$ cat config.mk
export PLATFORM = sky130hd
export DESIGN_NAME = led_matrix_scanner
export DESIGN_NICKNAME = d
export VERILOG_FILES = /design/src/rtl/led_scan_pkg.sv /design/src/rtl/led_shift_serializer.sv /design/src/rtl/led_matrix_scanner.sv
export SDC_FILE = /design/constraint.sdc
export NUM_CORES = 1
export LEC_CHECK = 0
export BUFFER_PORTS_ARGS = -buffer_cell sky130_fd_sc_hd__buf_2
export CORE_UTILIZATION = 25
export DETAILED_ROUTE_END_ITERATION = 7
export HOLD_SLACK_MARGIN = 0.06
export PLACE_DENSITY = 0.43
export SYNTH_ARGS = -nofsm -noshare
export SYNTH_HDL_FRONTEND = slang
export SYNTH_SLANG_ARGS = --single-unit
$ cat constraint.sdc
create_clock -name CLK -period 7.2 [get_ports CLK]
set_clock_uncertainty 0.15 [all_clocks]
set_input_delay 1.44 -clock CLK [delete_from_list [all_inputs] [get_ports CLK]]
set_output_delay 1.44 -clock CLK [all_outputs]
set_load 0.01 [all_outputs]
$ cat src/rtl/led_scan_pkg.sv
// rtl/led_scan_pkg.sv - shared types and constants for the LED matrix scanner
//
// Contents:
//   NUM_ROWS, NUM_COLS, BITS_PER_ROW  matrix geometry (16 rows, 16 bi-colour columns)
//   scan_state_t                      row scan phases: blank, shift, latch, display
//   pixel_frame_t                     one colour plane, indexed [row][col]
//   row_select_n()                    active-low one-hot row enable for a row index

package led_scan_pkg;

    localparam int NUM_ROWS     = 16;
    localparam int NUM_COLS     = 16;
    localparam int BITS_PER_ROW = 2 * NUM_COLS;
    localparam int ROW_W        = $clog2(NUM_ROWS);

    typedef enum logic [1:0] {
        ST_BLANK,
        ST_SHIFT,
        ST_LATCH,
        ST_DISPLAY
    } scan_state_t;

    typedef logic [NUM_ROWS-1:0][NUM_COLS-1:0] pixel_frame_t;

    function automatic logic [NUM_ROWS-1:0] row_select_n(input logic [ROW_W-1:0] row);
        return ~(NUM_ROWS'(1) << row);
    endfunction

endpackage

$ cat src/rtl/led_shift_serializer.sv
// rtl/led_shift_serializer.sv - 32-bit parallel-in serial-out column loader with SRCLK generation
//
// Ports:
//   CLK    in   system clock
//   RST    in   synchronous active-high reset
//   start  in   one-cycle pulse; loads data and begins shifting on the next cycle
//   data   in   [31:0] word to shift, bit 31 first
//   SER    out  serial data, changes only at the start of each SRCLK low phase
//   SRCLK  out  shift clock: SHIFT_DIV cycles low, then SHIFT_DIV cycles high, per bit
//   done   out  high during the final cycle of the last bit's high phase
//
// After start, the word occupies exactly 2*SHIFT_DIV*32 cycles and SRCLK is low
// again on the cycle after done.

module led_shift_serializer
    import led_scan_pkg::*;
#(
    parameter int SHIFT_DIV = 2
) (
    input  logic                    CLK,
    input  logic                    RST,
    input  logic                    start,
    input  logic [BITS_PER_ROW-1:0] data,
    output logic                    SER,
    output logic                    SRCLK,
    output logic                    done
);

    localparam int PH_W  = (SHIFT_DIV > 1) ? $clog2(SHIFT_DIV) : 1;
    localparam int BIT_W = $clog2(BITS_PER_ROW);

    logic [BITS_PER_ROW-1:0] shreg;
    logic [PH_W-1:0]         phase;
    logic [BIT_W-1:0]        bit_idx;
    logic                    busy;
    logic                    srclk_q;
    logic                    phase_end;
    logic                    last_bit;

    assign phase_end = (phase == PH_W'(SHIFT_DIV - 1));
    assign last_bit  = (bit_idx == BIT_W'(BITS_PER_ROW - 1));
    assign done      = busy && srclk_q && phase_end && last_bit;

    // SER is the MSB of the shift register, so it only moves when the
    // register shifts, which happens as the high phase ends.
    assign SER   = shreg[BITS_PER_ROW-1];
    assign SRCLK = srclk_q;

    always_ff @(posedge CLK) begin
        if (RST) begin
            shreg   <= '0;
            phase   <= '0;
            bit_idx <= '0;
            busy    <= 1'b0;
            srclk_q <= 1'b0;
        end else if (start) begin
            shreg   <= data;
            phase   <= '0;
            bit_idx <= '0;
            busy    <= 1'b1;
            srclk_q <= 1'b0;
        end else if (busy) begin
            if (phase_end) begin
                phase <= '0;
                if (!srclk_q) begin
                    srclk_q <= 1'b1;
                end else begin
                    srclk_q <= 1'b0;
                    // Shift on the final bit too so SER idles at 0 once the
                    // whole word has gone out.
                    shreg   <= {shreg[BITS_PER_ROW-2:0], 1'b0};
                    if (last_bit) begin
                        busy <= 1'b0;
                    end else begin
                        bit_idx <= bit_idx + BIT_W'(1);
                    end
                end
            end else begin
                phase <= phase + PH_W'(1);
            end
        end
    end

endmodule

$ cat src/rtl/led_matrix_scanner.sv
// rtl/led_matrix_scanner.sv - scans a 16x16 bi-colour frame onto an LED matrix, one row at a time
//
// Optional feature macro: LED_SCAN_DIMMING_EN (adds BRIGHT[3:0] and dwell-based dimming)
//
// Ports:
//   CLK          in   system clock
//   RST          in   synchronous active-high reset
//   RedPixels    in   [15:0][15:0] red frame, [row][col]
//   GrnPixels    in   [15:0][15:0] green frame, [row][col]
//   BRIGHT       in   [3:0] brightness, only with LED_SCAN_DIMMING_EN
//   SER          out  serial column data
//   SRCLK        out  shift clock to column registers
//   LATCH        out  one-cycle storage-register latch pulse
//   ROW_N        out  [15:0] active-low one-hot row enable
//   OE_N         out  active-low column output enable
//   FRAME_START  out  one-cycle pulse in the cycle the frame snapshot is taken
//
// Row period = BLANK_CYCLES + 64*SHIFT_DIV + 1 + DWELL_CYCLES; frame = 16 rows.

module led_matrix_scanner
    import led_scan_pkg::*;
#(
    parameter int SHIFT_DIV    = 2,
    parameter int DWELL_CYCLES = 2048,
    parameter int BLANK_CYCLES = 16
) (
    input  logic                CLK,
    input  logic                RST,
    input  logic [15:0][15:0]   RedPixels,
    input  logic [15:0][15:0]   GrnPixels,
`ifdef LED_SCAN_DIMMING_EN
    input  logic [3:0]          BRIGHT,
`endif
    output logic                SER,
    output logic                SRCLK,
    output logic                LATCH,
    output logic [15:0]         ROW_N,
    output logic                OE_N,
    output logic                FRAME_START
);

    localparam int MAX_CNT = (DWELL_CYCLES > BLANK_CYCLES) ? DWELL_CYCLES : BLANK_CYCLES;
    localparam int CNT_W   = $clog2(MAX_CNT);

    scan_state_t              state;
    scan_state_t              state_d;
    logic [CNT_W-1:0]         cnt;
    logic [CNT_W-1:0]         cnt_d;
    logic [ROW_W-1:0]         row;
    logic [ROW_W-1:0]         row_d;
    // High for the one cycle following reset so the first post-reset edge
    // behaves like a normal entry into BLANK for row 0 (snapshot + pulse).
    logic                     rst_q;
    logic                     capture;
    logic                     ser_start;
    logic                     ser_done;
    logic                     oe_active;
    pixel_frame_t             snap_red;
    pixel_frame_t             snap_grn;
    logic [BITS_PER_ROW-1:0]  row_bits;

    // Red MSB first, then green MSB first.
    assign row_bits = {snap_red[row], snap_grn[row]};

`ifdef LED_SCAN_DIMMING_EN
    logic [3:0]   bright_q;
    logic [CNT_W:0] on_cycles;

    // Output enable is held for the first (BRIGHT+1)/16 of the dwell.
    assign on_cycles = (CNT_W + 1)'((int'(bright_q) + 1) * (DWELL_CYCLES / 16));
    assign oe_active = ({1'b0, cnt} < on_cycles);
`else
    assign oe_active = 1'b1;
`endif

    always_ff @(posedge CLK) begin
        if (RST) begin
            state    <= ST_BLANK;
            cnt      <= '0;
            row      <= '0;
            rst_q    <= 1'b1;
            snap_red <= '0;
            snap_grn <= '0;
`ifdef LED_SCAN_DIMMING_EN
            bright_q <= '0;
`endif
        end else begin
            state <= state_d;
            cnt   <= cnt_d;
            row   <= row_d;
            rst_q <= 1'b0;
            if (capture) begin
                snap_red <= RedPixels;
                snap_grn <= GrnPixels;
`ifdef LED_SCAN_DIMMING_EN
                bright_q <= BRIGHT;
`endif
            end
        end
    end

    always_comb begin
        state_d   = state;
        cnt_d     = cnt + CNT_W'(1);
        row_d     = row;
        capture   = 1'b0;
        ser_start = 1'b0;
        if (rst_q) begin
            state_d = ST_BLANK;
            cnt_d   = '0;
            row_d   = '0;
            capture = 1'b1;
        end else begin
            unique case (state)
                ST_BLANK: begin
                    if (cnt == CNT_W'(BLANK_CYCLES - 1)) begin
                        // Load the serializer now so the first bit is on SER
                        // in the very first SHIFT cycle.
                        state_d   = ST_SHIFT;
                        cnt_d     = '0;
                        ser_start = 1'b1;
                    end
                end
                ST_SHIFT: begin
                    cnt_d = '0;
                    if (ser_done) begin
                        state_d = ST_LATCH;
                    end
                end
                ST_LATCH: begin
                    state_d = ST_DISPLAY;
                    cnt_d   = '0;
                end
                ST_DISPLAY: begin
                    if (cnt == CNT_W'(DWELL_CYCLES - 1)) begin
                        state_d = ST_BLANK;
                        cnt_d   = '0;
                        row_d   = row + ROW_W'(1);
                        // Wrapping back to row 0 starts a new frame.
                        capture = (row == ROW_W'(NUM_ROWS - 1));
                    end
                end
                default: begin
                    state_d = ST_BLANK;
                    cnt_d   = '0;
                end
            endcase
        end
    end

    always_comb begin
        ROW_N       = '1;
        OE_N        = 1'b1;
        LATCH       = 1'b0;
        FRAME_START = 1'b0;
        unique case (state)
            ST_BLANK: begin
                FRAME_START = !rst_q && (row == '0) && (cnt == '0);
            end
            ST_SHIFT: begin
            end
            ST_LATCH: begin
                LATCH = 1'b1;
            end
            ST_DISPLAY: begin
                ROW_N = row_select_n(row);
                OE_N  = !oe_active;
            end
            default: begin
            end
        endcase
    end

    led_shift_serializer #(
        .SHIFT_DIV (SHIFT_DIV)
    ) u_serializer (
        .CLK   (CLK),
        .RST   (RST),
        .start (ser_start),
        .data  (row_bits),
        .SER   (SER),
        .SRCLK (SRCLK),
        .done  (ser_done)
    );

endmodule

# == Word level (Yosys, flattened, before mapping) ==
# Cells that the tools add are included.
# word_totals
reg_bits,570
input_bits,514
output_inout_bits,21
wordCells,112
# classes
addsub,4
magnitude_cmp,1
n_eq_ne,10
shifts,1
muxes,33
bitwise_logic,2
n_reduce_logical,20
# op_table
cell,count
$bmux W16 S4,2
$mux W32,4
$mux W16,3
$pmux W11 S3,1
$mux W11,2
$mux W1,17
$not A16 Y16,1
$shl A1 B4 Y16 const A,1
$add A11 B1 Y11 const B,1
$eq A11 B11 Y1 const B,1
$eq A11 B4 Y1 const B,1
$logic_not A11 Y1,1
$pmux W2 S4,1
$mux W2,3
$ne A2 B2 Y1 const B,3
$reduce_and A3 Y1,2
$reduce_bool A2 Y1,3
$reduce_or A2 Y1,3
$add A5 B1 Y5 const B,1
$eq A5 B5 Y1 const B,1
$logic_and A1 B1 Y1,5
$lt A4 B5 Y1 const B,1
$add A4 B1 Y4 const B,1
$eq A2 B2 Y1 const B,2
other kinds (9),10

# == Logic depth before layout (Yosys ltp) ==
# Gate-level depths: netlist of run 1.
# logic_depth
depth_word,6
mapped_depth,8
depth_no_buf,7

# == Cells and area by module ==
# Synthesis of run 1 repeated with hierarchy kept, for this count alone.
# hier_totals
hier_cells,2908
area_unflattened_um2,29687.2
# modules_own_cells
module,n_inst,cells_each,area_per_inst_um2,seq_area_each_um2
led_matrix_scanner,1,2691,27915.5,10610.2
led_shift_serializer,1,217,1771.7,800.8

# == Worst setup path before layout of run 1 ==
# Ideal clock, no wire load.
# synth_path
path_kind,register to output
start,reg row[1]
end,out FRAME_START
t_arrival_ps,1964
required_time_ps,5610
setup_slack_ps,3646
stages_incl_launch_ff,9
n_path_buf,3
cell_sequence,dfxtp_1 buf_2 buf_2 clkbuf_1 inv_1 ha_1 nand3_1 or4_1 nor3_1
# synth_via
elab_chain_len,4
# synth_rtl
element,line_no,rtl
"start, declared",led_matrix_scanner.sv:49,logic [ROW_W-1:0] row;
"start signal, assigned",led_matrix_scanner.sv:90,row <= row_d;
$logic_not A4 Y1,led_matrix_scanner.sv:158,FRAME_START = !rst_q && (row == '0) && (cnt == '0);
$logic_and A1 B1 Y1 (2 in a row),led_matrix_scanner.sv:158,
$mux W1,led_matrix_scanner.sv:156,unique case (state)
"end, declared",led_matrix_scanner.sv:39,output logic FRAME_START
# No other way between the ends.

# == Worst setup path after layout of run 1 ==
# layout_path
start,reg row[3]
end,out ROW_N[10]
# layout_via
elab_chain_len,3
# layout_rtl
element,line_no,rtl
$shl A1 B4 Y16,led_scan_pkg.sv:26,return ~(NUM_ROWS'(1) << row);
$not A16 Y16,led_scan_pkg.sv:26,
$mux W16,led_matrix_scanner.sv:156,
"end, declared",led_matrix_scanner.sv:37,"output logic [15:0] ROW_N,"
# No other way between the ends.

==> results of run 1 <==
-- cells in the mapped netlist, types with 17 or more instances --
cell / count
nand2b_1: 1025
mux2i_1: 614
dfxtp_1: 570
clkbuf_1: 150
mux4_2: 95
buf_6: 60
a221oi_2: 31
a22oi_1: 31
o22ai_1: 31
a211oi_2: 28
nor2_1: 24
nand3_1: 21
buf_2: 17
-- area by class of cell --
type	instances	area, um^2	share of cell area, %
Multi-Input combinational cell	1999	16900	47.3
Clock inverter	19	256	0.716
Clock buffer	113	2240	6.26
Tap cell	1536	1920	5.37
Timing Repair Buffer	558	2980	8.31
Sequential cell	570	11400	31.9
Antenna cell	8	20.0	0.0559
Inverter	10	37.5	0.105
-- registers in the layout (all words and copies together), names as in the netlist --
signal	count
u_serializer.bit_idx	5
u_serializer.busy	1
cnt	11
snap_red	256
snap_grn	256
u_serializer.phase	1
u_serializer.shreg	32
u_serializer.SRCLK	1
state	2
rst_q	1
row	4
-- through the flow --
stage	util [%]	area [um^2]
floorplan	-	29700
global placement	28.2	33300
detailed placement	28.2	33300
CTS	30.4	35800
global route	30.4	35800
finish	30.4	35800
-- how the worst min path moves through the flow --
stage | start | endpoint | slack (ns) | cells past startpoint
finish | snap_red[255] | snap_red[255] | 0.32 | 2
global route | snap_red[138] | snap_red[138] | 0.34 | 2
CTS | snap_grn[78] | snap_grn[78] | 0.33 | 2
detailed placement | snap_red[213] | snap_red[213] | 0.31 | 2
global placement | snap_red[213] | snap_red[213] | 0.31 | 2
floorplan | cnt[0] | cnt[0] | 0.29 | 1
-- routing by layer --
metal  share of wire, %  vias up
met2                 46      482
met4                2.8       24
li1                   -    10452
met3                4.4      168
met1                 46    10165
met5               0.15        -
-- report_power, final --
group          internal [mW]  switching, mW  total [mW]
sequential              3.34         0.0994        3.44
clock                   2.36           1.51        3.86
combinational          0.422          0.401       0.823
total                   6.12           2.01        8.13
-- worst register-to-register path: cells and delay by family, from the launching register on --
kind / cells / cell delay [ns]
compound gates: 3 / 0.54
flops: 1 / 0.63
simple gates: 1 / 1.36
buf+inv: 2 / 0.86
-- cells by family after synthesis --
kind of cell    Yosys count
simple gates           1118
mux                     710
flops                   570
buf+inv                 246
compound gates          141
xor+xnor                 15
fa+ha+maj                15
==> key figures, run 1 <==
Critical path
  – CP Data Arrival Time: 2.81 ns
  – CP cell instances: inv_1 -> nor2_1 -> nand3_1 -> buf_2
  – Crit-path slowest cell: dfxtp_1
  – Worst Setup Start Kind: flop
  – Cell count of the worst reg-to-reg path: 6
  – Crit path required time: 5.61 ns
  – CP endpoint: ROW_N[10]
  – Family with the most delay on the worst path: flip-flops
  – Kind of critical path: flop to output port
  – CP Capture Type: output port
  – CP Max Fanout: 14
  – Reg-to-reg setup timing slack: 3.56 ns
  – Buf/Inv on CP: 2
  – Critical path depth: 4
  – Crit. Startpoint: row[3]
  – Worst R2R Start: row[1]
  – Biggest cell delay along the critical path: 0.95 ns
  – Reg2Reg Capture Point: u_serializer.shreg[6]

CTS
  – CTS sink count: 570
  – Post CTS Setup Buffer Count: 0
  – CTS buffer count: 75
  – CTS root buffer: clkbuf_16
  – Clk Latency, worst-skew pair: 0.63 ns
  – H-tree levels: 3
  – Resized Gates After CTS: 0
  – Hold buffer count at cts: 0
  – Reg clk slew, reported paths: 0.05 ns
  – CTS tree: yes
  – Deepest clock path buffer count: 3

Global route
  – GRT met1 Usage: 21.6%
  – Global-route wire length before repair: 146000 um
  – Met3 Track Usage GR: 3.44%
  – Total track usage: 16.3%
  – Initial antenna violation count: 42
  – Vias in the first global route: 21648
  – Pin count of the biggest net entering global routing: 259
  – Grt total ovfl: 0
  – Met2 Use GR: 26.1%
  – GRT Max-Usage Layer: met2

Placement
  – Post-DP HPWL: 71000 um
  – Post-place setup slack: 3.45 ns
  – Inst Count DP: 4673
  – I/O Buffers: 534
  – Routability Congestion: 0.758

Cells and area
  – Area grow syn2layout: 20.6%
  – Commonest non-fill, non-tap cell in the layout: nand2b_1
  – Filler cell count: 12371
  – Final cell count without fillers: 4813
  – Final net count: 3743
  – Most frequent cells in the layout: 1025 x nand2b_1, 614 x mux2i_1, 568 x dfxtp_1
  – Share of layout cells above drive strength 1: 25.7%

Logic synthesis
  – EDFF count, synth: 0
  – Mapped Nets: 3344
  – Primary FF master, synth: dfxtp_1
  – Seq/Total Area, Yosys: 38.4%
  – Post-synthesis average cell area: 10.6 um^2
  – Adder-cell share of the synthesized area: 0.632%
  – Post-synth cell types: 46
  – Top-area cell type share of the netlist area: 38.4%
  – Largest family of logic cells by synthesized area: multiplexers
  – Largest area contributor in the netlist: dfxtp_1
  – Synth Area in Compound Gates: 4.64%
  – Synthesized flop and latch total: 570
  – Synth Instances: 2815
  – Synth Area in Simple Gates: 23.2%
  – Ys Warns: 0
  – Mux contribution to synthesized area: 27.9%
  – Top cells by area, synth: dfxtp_1 38%, nand2b_1 22%, mux2i_1 21%, mux4_2 7.2%, buf_6 2.3%
  – Ys async rst share: 0%
  – XOR/XNOR share of the synthesized area: 0.442%
  – Area of the mapped netlist: 29700 um^2

STA
  – Final min period: 4.40 ns
  – Final Setup Violations: 0
  – Final Hold Slack: 0.322 ns
  – Max-slew violations: 0
  – RSZ-0062 raised after global routing: false
  – Worst-Margin Slew: 1.17 ns
  – Count of final hold-check violations: 0
  – Final WS setup: 2.80 ns
  – Final TNS setup: 0 ns
  – Final period utilization: 61.1%
  – Slew HR: 22.1%
  – Fmax: 0.227 GHz

Drt
  – Vias per cell: 4.42
  – Routed WL per cell: 20.8 um
  – Initial DRC Count: 1175
  – Routed Antenna Nets: 0
  – Routed WL: 100000 um
  – Via count: 21291
  – Router iterations before antenna repair: 4
  – DRC: 0

Power
  – Tot Pwr: 8.13 mW
  – Maximum vdd drop: 141 uV
  – Leakage: 14.6 nW
  – PwrDens: 227 nW/um^2

Job
  – Max Cap Viol: 0

Die
  – Die width: 347 um
  – Die area: 120000 um^2
  – Rows: 126
  – I/O pin count: 535
  – Initial core utilization: 25.2%
  – Die Y: 347 um
  – Area of the core: 118000 um^2

Outcome
  – Status: finished, final reports clean

Worst hold path
  – Worst hold path class: flop to flop
Power figures use the tool's default switching activity.
==> run 2: changes to the inputs <==
- clock period: 7.2 -> 4.3 ns (I/O delays scaled with it)
==> key figures, run 2 (same netlist as run 1, synthesis figures left out) <==
Outcome
  – Status: finished, final reports clean

Power
  – Sw frac: 24.8%
  – Leakage: 14.6 nW
  – PwrDens: 374 nW/um^2
  – Flop pwr share: 42.9%
  – Comb pwr share: 10.4%
  – Sw Pwr: 3.33 mW
  – Maximum vdd drop: 242 uV
  – Pint: 10.1 mW
  – Clock Power Share: 46.7%

Cells and area
  – Area grow syn2layout: 20.7%
  – Commonest non-fill, non-tap cell in the layout: nand2b_1
  – Filler cell count: 12483
  – Largest regs: snap_grn: 256 flops, snap_red: 256 flops, u_serializer.shreg: 32 flops
  – Multi-input logic area: 16900 um^2
  – Share of layout cells above drive strength 1: 25.6%
  – Cell area after layout: 35800 um^2
  – Final net count: 3748
  – Most frequent cells in the layout: 1025 x nand2b_1, 614 x mux2i_1, 568 x dfxtp_1
  – Reg area: 11400 um^2

Placement
  – Post-DP Area: 33400 um^2
  – Post-DP HPWL: 71200 um
  – I/O Buffers: 534
  – Routability Congestion: 0.761

Critical path
  – Crit path required time: 3.29 ns
  – Family with the most delay on the worst path: simple AND/OR/NAND/NOR gates
  – Buf/Inv on CP: 2
  – CP Data Arrival Time: 2.79 ns
  – Worst Setup Start Kind: flop
  – Crit-path slowest cell: dfxtp_1
  – Biggest cell delay along the critical path: 0.46 ns
  – CP Max Fanout: 12
  – Kind of critical path: flop to output port
  – CP cell instances: inv_1 -> ha_1 -> nand3_1 -> or4_1 -> nor3_1 -> buf_2
  – CP Capture Type: output port

Global route
  – Initial antenna violation count: 20
  – Grt total ovfl: 0
  – Pin count of the biggest net entering global routing: 185
  – Vias in the first global route: 21722
  – Global-route wire length before repair: 145000 um
  – Total track usage: 16.2%

CTS
  – Resized Gates After CTS: 0
  – H-tree levels: 3
  – Deepest clock path buffer count: 3
  – Reg clk slew, reported paths: 0.05 ns
  – CTS sink count: 570
  – Hold buffer count at cts: 0
  – CTS buffer count: 73
  – CTS root buffer: clkbuf_16
  – Clk Latency, worst-skew pair: 0.63 ns
  – CTS tree: yes
  – Post CTS Setup Buffer Count: 0

STA
  – Slew HR: 30.1%
  – Worst-Margin Slew: 1.05 ns
  – Final min period: 3.80 ns
  – Count of final hold-check violations: 0
  – RSZ-0062 raised after global routing: false
  – Final TNS setup: 0 ns
  – Fmax: 0.263 GHz
  – Final Setup Violations: 0
  – Final period utilization: 88.4%
  – Max-slew violations: 0

Drt
  – Vias per cell: 4.44
  – Via count: 21342
  – Routed WL per cell: 20.7 um
  – Initial DRC Count: 1190
  – Router iterations before antenna repair: 5
  – DRC: 0
  – Routed WL: 99600 um
  – Routed Antenna Nets: 0

Job
  – Max Cap Viol: 0

Die
  – Area of the core: 118000 um^2
  – Die Y: 347 um
  – Rows: 126
  – Die width: 347 um
  – I/O pin count: 535
  – Initial core utilization: 25.2%
  – Die area: 120000 um^2

Worst hold path
  – Worst hold path class: flop to flop
run 2: power groups by stage:
stage / combinational (mW) / clock, mW / sequential, mW
global placement: 1.41 / 0 / 5.87
detailed placement: 1.42 / 0 / 5.87
CTS: 1.43 / 6.50 / 5.75
global route: 1.53 / 6.71 / 5.79
finish: 1.40 / 6.27 / 5.75
floorplan: 0.903 / 0 / 5.81
run 2: final cells by class:
cell class | instances | share of cell area (%)
Timing Repair Buffer | 565 | 8.69
Tap cell | 1536 | 5.36
Antenna cell | 3 | 0.0209
Clock buffer | 114 | 6.10
Sequential cell | 570 | 31.9
Multi-Input combinational cell | 1999 | 47.3
Clock inverter | 14 | 0.593
Inverter | 10 | 0.105
run 2: worst paths after layout:
| kind | cells after the start | start | end | slack, ns |
|---|---|---|---|---|
| hold reg to reg | 2 | snap_grn[11] | snap_grn[11] | 0.32 |
| setup reg to reg | 6 | state[0] | snap_grn[195] | 1.06 |
| hold / removal | 2 | snap_grn[11] | snap_grn[11] | 0.32 |
| setup / recovery | 6 | row[0] | FRAME_START | 0.50 |
run 2: worst min-delay path: stages (launching register included):
cell and delay, ns:
dfxtp_1 0.31, nand2b_1 0.06, mux2i_1 0.06
run 2: layer usage:
layer | share of wire [%] | routed length [um] | global-route usage (%) | vias up
met5 | 0 | 0 | 0 | -
met4 | 1.9 | 1920 | 4.20 | 0
met3 | 4.6 | 4560 | 3.08 | 123
met2 | 47 | 46600 | 26.4 | 479
met1 | 47 | 46500 | 21.7 | 10267
li1 | - | - | - | 10473
run 2: stage by stage:
step / worst slack (ns) / instances / utilization [%] / hold WS, ns / power [mW]
final: 0.499 / 4811 / 30.4 / 0.321 / 13.4
after global routing: 0.379 / 4811 / 30.4 / 0.295 / 14.0
after CTS: 0.464 / 4808 / 30.4 / 0.259 / 13.7
after detailed placement: 1.20 / 4680 / 28.4 / 0.313 / 7.28
after global placement: 1.22 / 4680 / 28.4 / 0.308 / 7.28
after floorplan: 1.33 / 2815 / - / 0.291 / 6.71
==> run 3: changes to the inputs <==
- BUFFER_PORTS_ARGS: -buffer_cell sky130_fd_sc_hd__buf_2 -> -buffer_cell sky130_fd_sc_hd__buf_4
- GPL_ROUTABILITY_DRIVEN: unset -> 0
==> key figures, run 3 (same netlist as run 1, synthesis figures left out) <==
STA
  – Final Hold Slack: 0.322 ns
  – Final Setup Violations: 0
  – Worst-Margin Slew: 1.12 ns
  – Fmax: 0.257 GHz
  – Count of final hold-check violations: 0
  – Final period utilization: 90.6%
  – Final TNS setup: 0 ns
  – Final min period: 3.90 ns
  – Slew HR: 25.0%
  – Max-slew violations: 0
  – RSZ-0062 raised after global routing: false

Cells and area
  – Largest regs: snap_grn: 256 flops, snap_red: 256 flops, u_serializer.shreg: 32 flops
  – Filler cell count: 12212
  – Share of layout cells above drive strength 1: 25.8%
  – Commonest non-fill, non-tap cell in the layout: nand2b_1
  – Area grow syn2layout: 25.2%
  – Final net count: 3750
  – Most frequent cells in the layout: 1025 x nand2b_1, 614 x mux2i_1, 568 x dfxtp_1

Die
  – I/O pin count: 535
  – Initial core utilization: 25.2%
  – Rows: 126
  – Die Y: 347 um
  – Area of the core: 118000 um^2
  – Die width: 347 um
  – Die area: 120000 um^2

Global route
  – Total track usage: 16.5%
  – Global-route wire length before repair: 147000 um
  – Initial antenna violation count: 15
  – Pin count of the biggest net entering global routing: 172
  – Grt total ovfl: 0
  – Vias in the first global route: 21719

Power
  – Flop pwr share: 42.8%
  – Sw frac: 24.7%
  – Sw Pwr: 3.32 mW
  – PwrDens: 362 nW/um^2
  – Comb pwr share: 11.2%
  – Clock Power Share: 46.0%
  – Maximum vdd drop: 236 uV
  – Leakage: 15.1 nW
  – Pint: 10.1 mW

Critical path
  – CP Capture Type: output port
  – Worst Setup Start Kind: flop
  – CP Max Fanout: 12
  – CP Data Arrival Time: 2.89 ns
  – Crit path required time: 3.29 ns
  – Kind of critical path: flop to output port

Drt
  – Routed WL: 102000 um
  – Router iterations before antenna repair: 5
  – Routed WL per cell: 21.1 um
  – Initial DRC Count: 1023
  – DRC: 0
  – Vias per cell: 4.40
  – Routed Antenna Nets: 0
  – Via count: 21196

CTS
  – CTS sink count: 570
  – Reg clk slew, reported paths: 0.06 ns
  – H-tree levels: 3
  – CTS buffer count: 75
  – Post CTS Setup Buffer Count: 0
  – Clk Latency, worst-skew pair: 0.63 ns
  – Deepest clock path buffer count: 3
  – Resized Gates After CTS: 0
  – Hold buffer count at cts: 0
  – CTS root buffer: clkbuf_16
  – CTS tree: yes

Placement
  – Post-DP HPWL: 72400 um
  – I/O Buffers: 534

Outcome
  – Status: finished, final reports clean

Job
  – Max Cap Viol: 0

Worst hold path
  – Worst hold path class: flop to flop
==> run 3: area by class of cell <==
class / instances / area, um^2 / share of cell area (%)
Clock buffer: 109 / 2190 / 5.89
Timing Repair Buffer: 565 / 4460 / 12.0
Antenna cell: 6 / 15.0 / 0.0404
Tap cell: 1536 / 1920 / 5.17
Clock inverter: 19 / 186 / 0.502
Multi-Input combinational cell: 1999 / 16900 / 45.6
Inverter: 10 / 37.5 / 0.101
Sequential cell: 570 / 11400 / 30.7
==> run 3: stage by stage <==
stage	power (mW)	cells	util (%)	worst slack, ns	area, um^2
4_1_cts	13.7	4808	31.5	0.426	37200
3_5_place_dp	7.40	4680	29.5	1.10	34800
3_3_place_gp	7.40	4680	29.5	1.09	34800
5_1_grt	14.1	4813	31.5	0.274	37200
2_1_floorplan	6.71	2815	-	1.33	29700
6_report	13.4	4814	31.5	0.405	37200
==> run 3: layer usage <==
layer  global-route usage [%]  wire length (um)
met1                     22.2             47900
met2                     26.5             47100
met3                     3.28              4580
met4                     4.61              1870
met5                        0               111
==> run 3: worst max-delay path, stage by stage (launching register included) <==
cell and delay (ns):
dfxtp_1 0.47, inv_1 0.30, ha_1 0.33, nand3_1 0.12, or4_1 0.40, nor3_1 0.42
buf_4 0.22
==> run 3: final timing paths <==
kind	start	end	slack, ns	cells after the start
min reg2reg	snap_grn[16]	snap_grn[16]	0.32	2
min	snap_grn[16]	snap_grn[16]	0.32	2
max	row[0]	FRAME_START	0.40	6
max reg2reg	state[0]	snap_grn[54]	1.01	7
==> run 3: power by group through the flow <==
stage | logic (mW) | clock network, mW | registers [mW]
2_1_floorplan | 0.903 | 0 | 5.81
3_3_place_gp | 1.53 | 0 | 5.87
3_5_place_dp | 1.53 | 0 | 5.86
4_1_cts | 1.54 | 6.43 | 5.75
5_1_grt | 1.64 | 6.64 | 5.78
6_report | 1.51 | 6.18 | 5.75
